===== config.mk =====
export PLATFORM = sky130hd
export DESIGN_NAME = pipeline_ctrl
export DESIGN_NICKNAME = d
export VERILOG_FILES = /design/src/rtl/pipeline_ctrl_pkg.sv /design/src/rtl/pipeline_ctrl_hazard_detect.sv /design/src/rtl/pipeline_ctrl.sv
export SDC_FILE = /design/constraint.sdc
export NUM_CORES = 1
export LEC_CHECK = 0
export CORE_UTILIZATION = 30
export DETAILED_ROUTE_END_ITERATION = 10
export PLACE_DENSITY_LB_ADDON = 0.25
export SKIP_LAST_GASP = 1
export SLEW_MARGIN = 20
export SYNTH_ARGS = -nofsm -noshare
export SYNTH_HDL_FRONTEND = slang
export SYNTH_SLANG_ARGS = --single-unit
export TNS_END_PERCENT = 1

===== constraint.sdc =====
create_clock -name clock -period 5.2 [get_ports clock]
set_input_delay 1.04 -clock clock [delete_from_list [all_inputs] [get_ports clock]]
set_output_delay 1.04 -clock clock [all_outputs]
set_load 0.01 [all_outputs]

===== src/rtl/pipeline_ctrl_pkg.sv =====
// Shared definitions for the pipeline hazard/sequencing controller.
//   ctrl_state_t : controller FSM encoding
//   ctrl_out_t   : bundle of the stall/flush strobes driven to the pipeline
//   OUT_*        : canned strobe patterns used by the controller FSM
package pipeline_ctrl_pkg;

  localparam int MEM_TIMEOUT_DEF = 256;
  localparam int CNT_W_DEF       = 32;
  localparam int REG_ADDR_W      = 5;

  typedef enum logic [1:0] {
    CTRL_RUN      = 2'd0,
    CTRL_MEM_WAIT = 2'd1,
    CTRL_DIV_WAIT = 2'd2,
    CTRL_HALT     = 2'd3
  } ctrl_state_t;

  typedef struct packed {
    logic pc_stall;
    logic if_id_stall;
    logic if_id_flush;
    logic id_ex_stall;
    logic id_ex_flush;
    logic ex_mem_stall;
    logic ex_mem_flush;
    logic mem_wb_flush;
  } ctrl_out_t;

  localparam ctrl_out_t OUT_IDLE = '0;

  // Everything up to ex_mem frozen, bubble falls into mem_wb.
  // Shared by the data-memory wait and the halted state.
  localparam ctrl_out_t OUT_FREEZE_MEM = '{
    pc_stall: 1'b1, if_id_stall: 1'b1, if_id_flush: 1'b0, id_ex_stall: 1'b1,
    id_ex_flush: 1'b0, ex_mem_stall: 1'b1, ex_mem_flush: 1'b0, mem_wb_flush: 1'b1};

  // Front end frozen while mul/div iterates, bubble falls into ex_mem.
  localparam ctrl_out_t OUT_FREEZE_DIV = '{
    pc_stall: 1'b1, if_id_stall: 1'b1, if_id_flush: 1'b0, id_ex_stall: 1'b1,
    id_ex_flush: 1'b0, ex_mem_stall: 1'b0, ex_mem_flush: 1'b1, mem_wb_flush: 1'b0};

  // Taken branch/jump: kill the two younger instructions.
  localparam ctrl_out_t OUT_REDIRECT = '{
    pc_stall: 1'b0, if_id_stall: 1'b0, if_id_flush: 1'b1, id_ex_stall: 1'b0,
    id_ex_flush: 1'b1, ex_mem_stall: 1'b0, ex_mem_flush: 1'b0, mem_wb_flush: 1'b0};

  // Load-use: hold fetch/decode one cycle, bubble into id_ex.
  localparam ctrl_out_t OUT_LOAD_USE = '{
    pc_stall: 1'b1, if_id_stall: 1'b1, if_id_flush: 1'b0, id_ex_stall: 1'b0,
    id_ex_flush: 1'b1, ex_mem_stall: 1'b0, ex_mem_flush: 1'b0, mem_wb_flush: 1'b0};

endpackage


===== src/rtl/pipeline_ctrl_hazard_detect.sv =====
// Load-use hazard compare between the instruction in ID and a load in EX.
// Ports:
//   id_rs1, id_rs2         : source registers of the ID instruction
//   id_use_rs1, id_use_rs2 : ID instruction actually reads that source
//   ex_load, ex_rd         : id_ex holds a load writing ex_rd
//   load_use               : ID must wait one cycle for the load result
module hazard_detect
  import pipeline_ctrl_pkg::*;
(
  input  logic [REG_ADDR_W-1:0] id_rs1,
  input  logic [REG_ADDR_W-1:0] id_rs2,
  input  logic                  id_use_rs1,
  input  logic                  id_use_rs2,
  input  logic                  ex_load,
  input  logic [REG_ADDR_W-1:0] ex_rd,
  output logic                  load_use
);

  logic rs1_hit;
  logic rs2_hit;

  assign rs1_hit = id_use_rs1 && (id_rs1 == ex_rd);
  assign rs2_hit = id_use_rs2 && (id_rs2 == ex_rd);

  // x0 is never a real dependency.
  assign load_use = ex_load && (ex_rd != '0) && (rs1_hit || rs2_hit);

endmodule


===== src/rtl/pipeline_ctrl.sv =====
// Central hazard/sequencing controller for the 5-stage rv64IM pipeline.
// Ports:
//   clock, reset_n         : core clock, asynchronous active-low reset
//   id_*                   : source operands of the instruction in ID
//   ex_load, ex_rd         : load in id_ex and its destination
//   ex_redirect            : taken branch/jump resolved in EX
//   ex_muldiv, muldiv_done : multi-cycle mul/div in EX and its completion
//   mem_req, mem_ready     : data-memory access in ex_mem and its completion
//   wb_exit                : exit instruction reached write-back
//   *_stall / *_flush      : combinational pipeline register controls
//   halted, mem_err        : core stopped / memory timeout (sticky)
//   stall_cycles           : saturating count of PC-stall cycles while running
module pipeline_ctrl
  import pipeline_ctrl_pkg::*;
#(
  parameter int MEM_TIMEOUT = MEM_TIMEOUT_DEF,
  parameter int CNT_W       = CNT_W_DEF
) (
  input  logic                  clock,
  input  logic                  reset_n,
  input  logic [REG_ADDR_W-1:0] id_rs1,
  input  logic [REG_ADDR_W-1:0] id_rs2,
  input  logic                  id_use_rs1,
  input  logic                  id_use_rs2,
  input  logic                  ex_load,
  input  logic [REG_ADDR_W-1:0] ex_rd,
  input  logic                  ex_redirect,
  input  logic                  ex_muldiv,
  input  logic                  muldiv_done,
  input  logic                  mem_req,
  input  logic                  mem_ready,
  input  logic                  wb_exit,
  output logic                  pc_stall,
  output logic                  if_id_stall,
  output logic                  if_id_flush,
  output logic                  id_ex_stall,
  output logic                  id_ex_flush,
  output logic                  ex_mem_stall,
  output logic                  ex_mem_flush,
  output logic                  mem_wb_flush,
  output logic                  halted,
  output logic                  mem_err,
  output logic [CNT_W-1:0]      stall_cycles
);

  // wait_cnt counts every mem_ready=0 cycle of one access, including the
  // RUN cycle that first sees the miss, and never needs to exceed MEM_TIMEOUT-1.
  localparam int WAIT_W = (MEM_TIMEOUT > 2) ? $clog2(MEM_TIMEOUT) : 1;

  ctrl_state_t       state;
  ctrl_state_t       state_nxt;
  logic [WAIT_W-1:0] wait_cnt;
  logic [WAIT_W-1:0] wait_nxt;
  logic              err_set;
  logic              load_use;
  ctrl_out_t         ctl;

  hazard_detect u_hazard_detect (
    .id_rs1     (id_rs1),
    .id_rs2     (id_rs2),
    .id_use_rs1 (id_use_rs1),
    .id_use_rs2 (id_use_rs2),
    .ex_load    (ex_load),
    .ex_rd      (ex_rd),
    .load_use   (load_use)
  );

  always_comb begin
    ctl       = OUT_IDLE;
    state_nxt = state;
    wait_nxt  = wait_cnt;
    err_set   = 1'b0;
    // Strobes are held inactive while reset is asserted so the pipeline sees
    // an idle controller immediately, whatever the hazard inputs are doing.
    if (reset_n) begin
      unique case (state)
        CTRL_RUN: begin
          if (wb_exit) begin
            ctl       = OUT_FREEZE_MEM;
            state_nxt = CTRL_HALT;
          end else if (mem_req && !mem_ready) begin
            ctl       = OUT_FREEZE_MEM;
            state_nxt = CTRL_MEM_WAIT;
            wait_nxt  = WAIT_W'(1);
          end else if (ex_muldiv && !muldiv_done) begin
            ctl       = OUT_FREEZE_DIV;
            state_nxt = CTRL_DIV_WAIT;
          end else if (ex_redirect) begin
            // The load-use victim is on the wrong path, so no stall is needed.
            ctl = OUT_REDIRECT;
          end else if (load_use) begin
            ctl = OUT_LOAD_USE;
          end
        end
        CTRL_MEM_WAIT: begin
          if (mem_ready) begin
            state_nxt = CTRL_RUN;
            wait_nxt  = '0;
          end else begin
            ctl = OUT_FREEZE_MEM;
            if (wait_cnt == WAIT_W'(MEM_TIMEOUT - 1)) begin
              err_set   = 1'b1;
              state_nxt = CTRL_HALT;
              wait_nxt  = '0;
            end else begin
              wait_nxt = wait_cnt + WAIT_W'(1);
            end
          end
        end
        CTRL_DIV_WAIT: begin
          // Releasing on the done cycle lets the result advance into ex_mem.
          if (muldiv_done) begin
            state_nxt = CTRL_RUN;
          end else begin
            ctl = OUT_FREEZE_DIV;
          end
        end
        CTRL_HALT: begin
          ctl = OUT_FREEZE_MEM;
        end
        default: begin
          state_nxt = CTRL_RUN;
        end
      endcase
    end
  end

  assign pc_stall     = ctl.pc_stall;
  assign if_id_stall  = ctl.if_id_stall;
  assign if_id_flush  = ctl.if_id_flush;
  assign id_ex_stall  = ctl.id_ex_stall;
  assign id_ex_flush  = ctl.id_ex_flush;
  assign ex_mem_stall = ctl.ex_mem_stall;
  assign ex_mem_flush = ctl.ex_mem_flush;
  assign mem_wb_flush = ctl.mem_wb_flush;

  always_ff @(posedge clock or negedge reset_n) begin
    if (!reset_n) begin
      state        <= CTRL_RUN;
      wait_cnt     <= '0;
      halted       <= 1'b0;
      mem_err      <= 1'b0;
      stall_cycles <= '0;
    end else begin
      state    <= state_nxt;
      wait_cnt <= wait_nxt;
      // HALT is only left through reset, so halted simply tracks entry.
      halted   <= (state_nxt == CTRL_HALT);
      if (err_set) begin
        mem_err <= 1'b1;
      end
      if (pc_stall && (state != CTRL_HALT) && (stall_cycles != {CNT_W{1'b1}})) begin
        stall_cycles <= stall_cycles + CNT_W'(1);
      end
    end
  end

endmodule

==> results.py <==
metrics = {
    "status": {
        "status": "finished, final reports clean",
    },
    "setup_path": {
        "crit_path_max_fanout": 3,
        "endpoint_kind": "primary output",
        "critPathMaxStageDelay_ns": 0.53,
        "crit_type": "in2out",
        "cp-endpoint": "if_id_stall",
        "slowest_stage": "or4_1",
        "worstPathCellList": "clkdlybuf4s50_1 -> or4_1 -> o21ai_0 -> nor3_2 -> a21oi_2 -> inv_1 -> clkdlybuf4s50_1",
        "rr_worst_depth": 6,
        "critical_path.top_delay_family": "buffers and inverters",
        "r2r-start": "stall_cycles[3]",
        "crit_required_ns": 4.16,
        "crit_top_cell": "clkdlybuf4s50_1",
        "timing.rr.end": "stall_cycles[1]",
        "ff2ff_setup_slack_ns": 2.54,
        "crit_buf_inv": 3,
        "crit_start": "ex_rd[1]",
        "start_kind": "input pin",
        "crit_arrival_ns": 3.12,
        "cp.depth": 7,
    },
    "global_routing": {
        "grt_first_pass_wirelength_um": 10100,
        "grt_overflow_total": 0,
        "grt_usage_pct": 14.3,
        "antenna_found_initial": 0,
        "grt_pass1_vias": 2097,
        "grt_max_degree": 52,
    },
    "route": {
        "wirelength_um": 5870,
        "wl_per_cell_um": 13.7,
        "drtPass1Iterations": 4,
        "drc": 0,
        "drt-initial-drc-count": 75,
        "ant_nets": 0,
        "viasPerCell": 5.00,
        "num_vias": 2143,
    },
    "power": {
        "switching_share_pct": 36.8,
        "switching_power_uw": 404,
        "clkPwrFrac_pct": 18.5,
        "p_seq_share_pct": 44.7,
        "ir_worst_vdd_mv": 0.122,
        "intPower_uw": 695,
        "p_per_area_nw_per_um2": 327,
        "comb_power_share_pct": 36.9,
        "leakage_uw": 0.00142,
    },
    "clock_network": {
        "cts_buffers": 5,
        "cts_setup_buffers": 0,
        "cts_resized": 0,
        "htreeDepth": 2,
        "cts.path.max_buffers": 2,
        "cts_sinks": 44,
        "cts_tree": "yes",
        "cts_hold_buf": 0,
        "clock_latency_ns": 0.29,
        "cts_root_buffer": "clkbuf_8",
        "clk_pin_slew_ns": 0.08,
    },
    "logic_synthesis": {
        "yosys.area_share.simple_pct": 30.5,
        "yosysSeqAreaShare_pct": 42.8,
        "netlist_area_um2": 2570,
        "synthAdderAreaFrac_pct": 0.973,
        "synthArstFlopShare_pct": 100,
        "synth_top_family_by_area": "simple AND/OR/NAND/NOR gates",
        "synth_cells": 262,
        "synthFlopType": "dfrtp_1",
        "ys_types": 46,
        "syn_nets": 290,
        "synthMuxAreaShare_pct": 0.438,
        "postSynthAreaPerCell_um2": 9.82,
        "synth-seq-cells": 44,
        "synth_compound_area_share_pct": 5.01,
        "synth-edff-count": 0,
        "ys_warn_count": 0,
        "synth_xor_area_share_pct": 15.7,
    },
    "run": {
        "maxCapViolCount": 0,
    },
    "floorplanning": {
        "ios": 68,
        "core-area_um2": 8260,
        "die_w_um": 94.6,
        "dieArea_um2": 8950,
        "die_y_um": 94.6,
        "start_util_pct": 31.2,
        "rows": 33,
    },
    "finish": {
        "layout.cells.non_filler": 429,
        "finish.instance_area_um2": 3370,
        "area_growth_pct": 30.8,
        "layout-drive-gt1-share_pct": 6.79,
        "diodes": 0,
        "finalNetCount": 352,
    },
    "timing": {
        "max_freq_ghz": 0.240,
        "fin_skew_ns": 0.00379,
        "setup-tns-final_ns": 0,
        "fin_crit_sh_pct": 80.1,
        "finalSetupViolations": 0,
        "max_slew_margin_pct": 32.2,
        "rsz0062_at_grt": "no",
        "final_max_slew_viol_count": 0,
        "timing.hold.ws_ns": 0.492,
        "tightest_slew_ns": 1.01,
        "hold_viol": 0,
        "min_period_ns": 4.16,
        "fin_ws_ns": 1.04,
    },
    "placement": {
        "dpl.cell_count": 422,
        "dp_slack_ns": 0.986,
        "port_buffers": 67,
        "gp_congestion": 0.843,
        "placed_cell_area_um2": 3290,
        "hpwl_um": 4270,
    },
    "worst_hold_path": {
        "hp-class": "reg2reg",
    },
}
[flip-flops by register name, indices dropped and copies added (netlist names)]
signal,cells
stall_cycles,32
wait_cnt,8
state,2
halted,1
mem_err,1
[layout by cell type (no fill, tap or decap), drive strengths merged, types with 7 or more instances in the layout]
cell            n
and3           12
clkdlybuf4s50  66
dfrtp          44
nand2          16
nand3          13
nand4          19
nor2           16
nor2b           7
nor3           20
nor4           12
xnor2          11
xor2           35
[final cells by class]
cell class / count / area, um2
clock buffer: 6 / 72.6
clock inverter: 1 / 5.00
inverter: 6 / 22.5
multi-input combinational: 198 / 1350
sequential: 44 / 1100
tap: 105 / 131
fill: 823 / 4890
timing repair buffer: 69 / 681
[through the flow]
step	util (%)	power [uW]
2_1_floorplan	-	738
3_3_place_gp	39.8	901
3_5_place_dp	39.8	905
4_1_cts	40.8	1110
5_1_grt	40.8	1170
6_report	40.8	1100
[logic make-up (layout without fill, tap and decap cells)]
| group | count (synthesis) | in the layout |
|---|---|---|
| and+or+nand+nor | 130 | 130 |
| xor gates and xnor gates | 46 | 46 |
| adders and majority gates | 2 | 2 |
| buffers and inverters | 20 | 82 |
| AOI/OAI and AO/OA | 19 | 19 |
| DFF | 44 | 44 |
| muxes | 1 | 1 |
[cells in the mapped netlist (2+ instances only)]
library cell	number	area [um2]
buf_4	5	37.5
and3_1	12	75.1
nor3_1	19	95.1
ha_1	2	25.0
nor4_2	5	62.6
clkbuf_1	3	11.3
xor2_1	35	307
o21ai_0	5	25.0
a21oi_1	4	20.0
or3_1	2	12.5
nor3b_1	4	30.0
nor4_1	6	37.5
nor2_1	15	56.3
xnor2_1	11	96.3
nor2b_1	6	37.5
nand4_1	18	113
buf_6	3	33.8
nand3_1	13	65.1
dfrtp_1	44	1100
and4_1	3	26.3
and2_1	2	12.5
nand2_1	16	60.1
inv_1	6	22.5
[per-layer routing]
layer | GRT usage [%] | vias to the layer above | part of all wire [%] | wire (um)
li1 | - | 1052 | - | -
met1 | 18.8 | 1027 | 48 | 2810
met2 | 23.2 | 60 | 45 | 2670
met3 | 3.06 | 4 | 5.5 | 322
met4 | 4.92 | 0 | 1.2 | 68
met5 | 0 | - | 0 | 0
[worst register-to-register path: cells and delay by family, from the launching register on]
family           cells  cell delay [ns]
AND/OR/NAND/NOR      4             1.31
AO/OA/AOI/OAI        1             0.50
flip-flops           1             0.42
multiplexers         1             0.33
[worst min path at each step]
stage / from / end / slack [ns] / cells past startpoint
2_1_floorplan: wait_cnt[4] / wait_cnt[4] / 0.50 / 2
3_3_place_gp: stall_cycles[18] / stall_cycles[18] / 0.48 / 1
3_5_place_dp: mem_err / mem_err / 0.48 / 1
4_1_cts: stall_cycles[5] / stall_cycles[5] / 0.50 / 1
5_1_grt: mem_err / mem_err / 0.51 / 1
6_report: stall_cycles[18] / stall_cycles[18] / 0.49 / 1
[power by group through the flow]
stage	logic [uW]	clock network [uW]	registers (uW)
3_5_place_dp	408	0	497
5_1_grt	448	223	503
3_3_place_gp	405	0	496
2_1_floorplan	254	0	484
4_1_cts	410	210	490
6_report	405	203	491
Note: power is estimated with default switching activity, not from simulation.
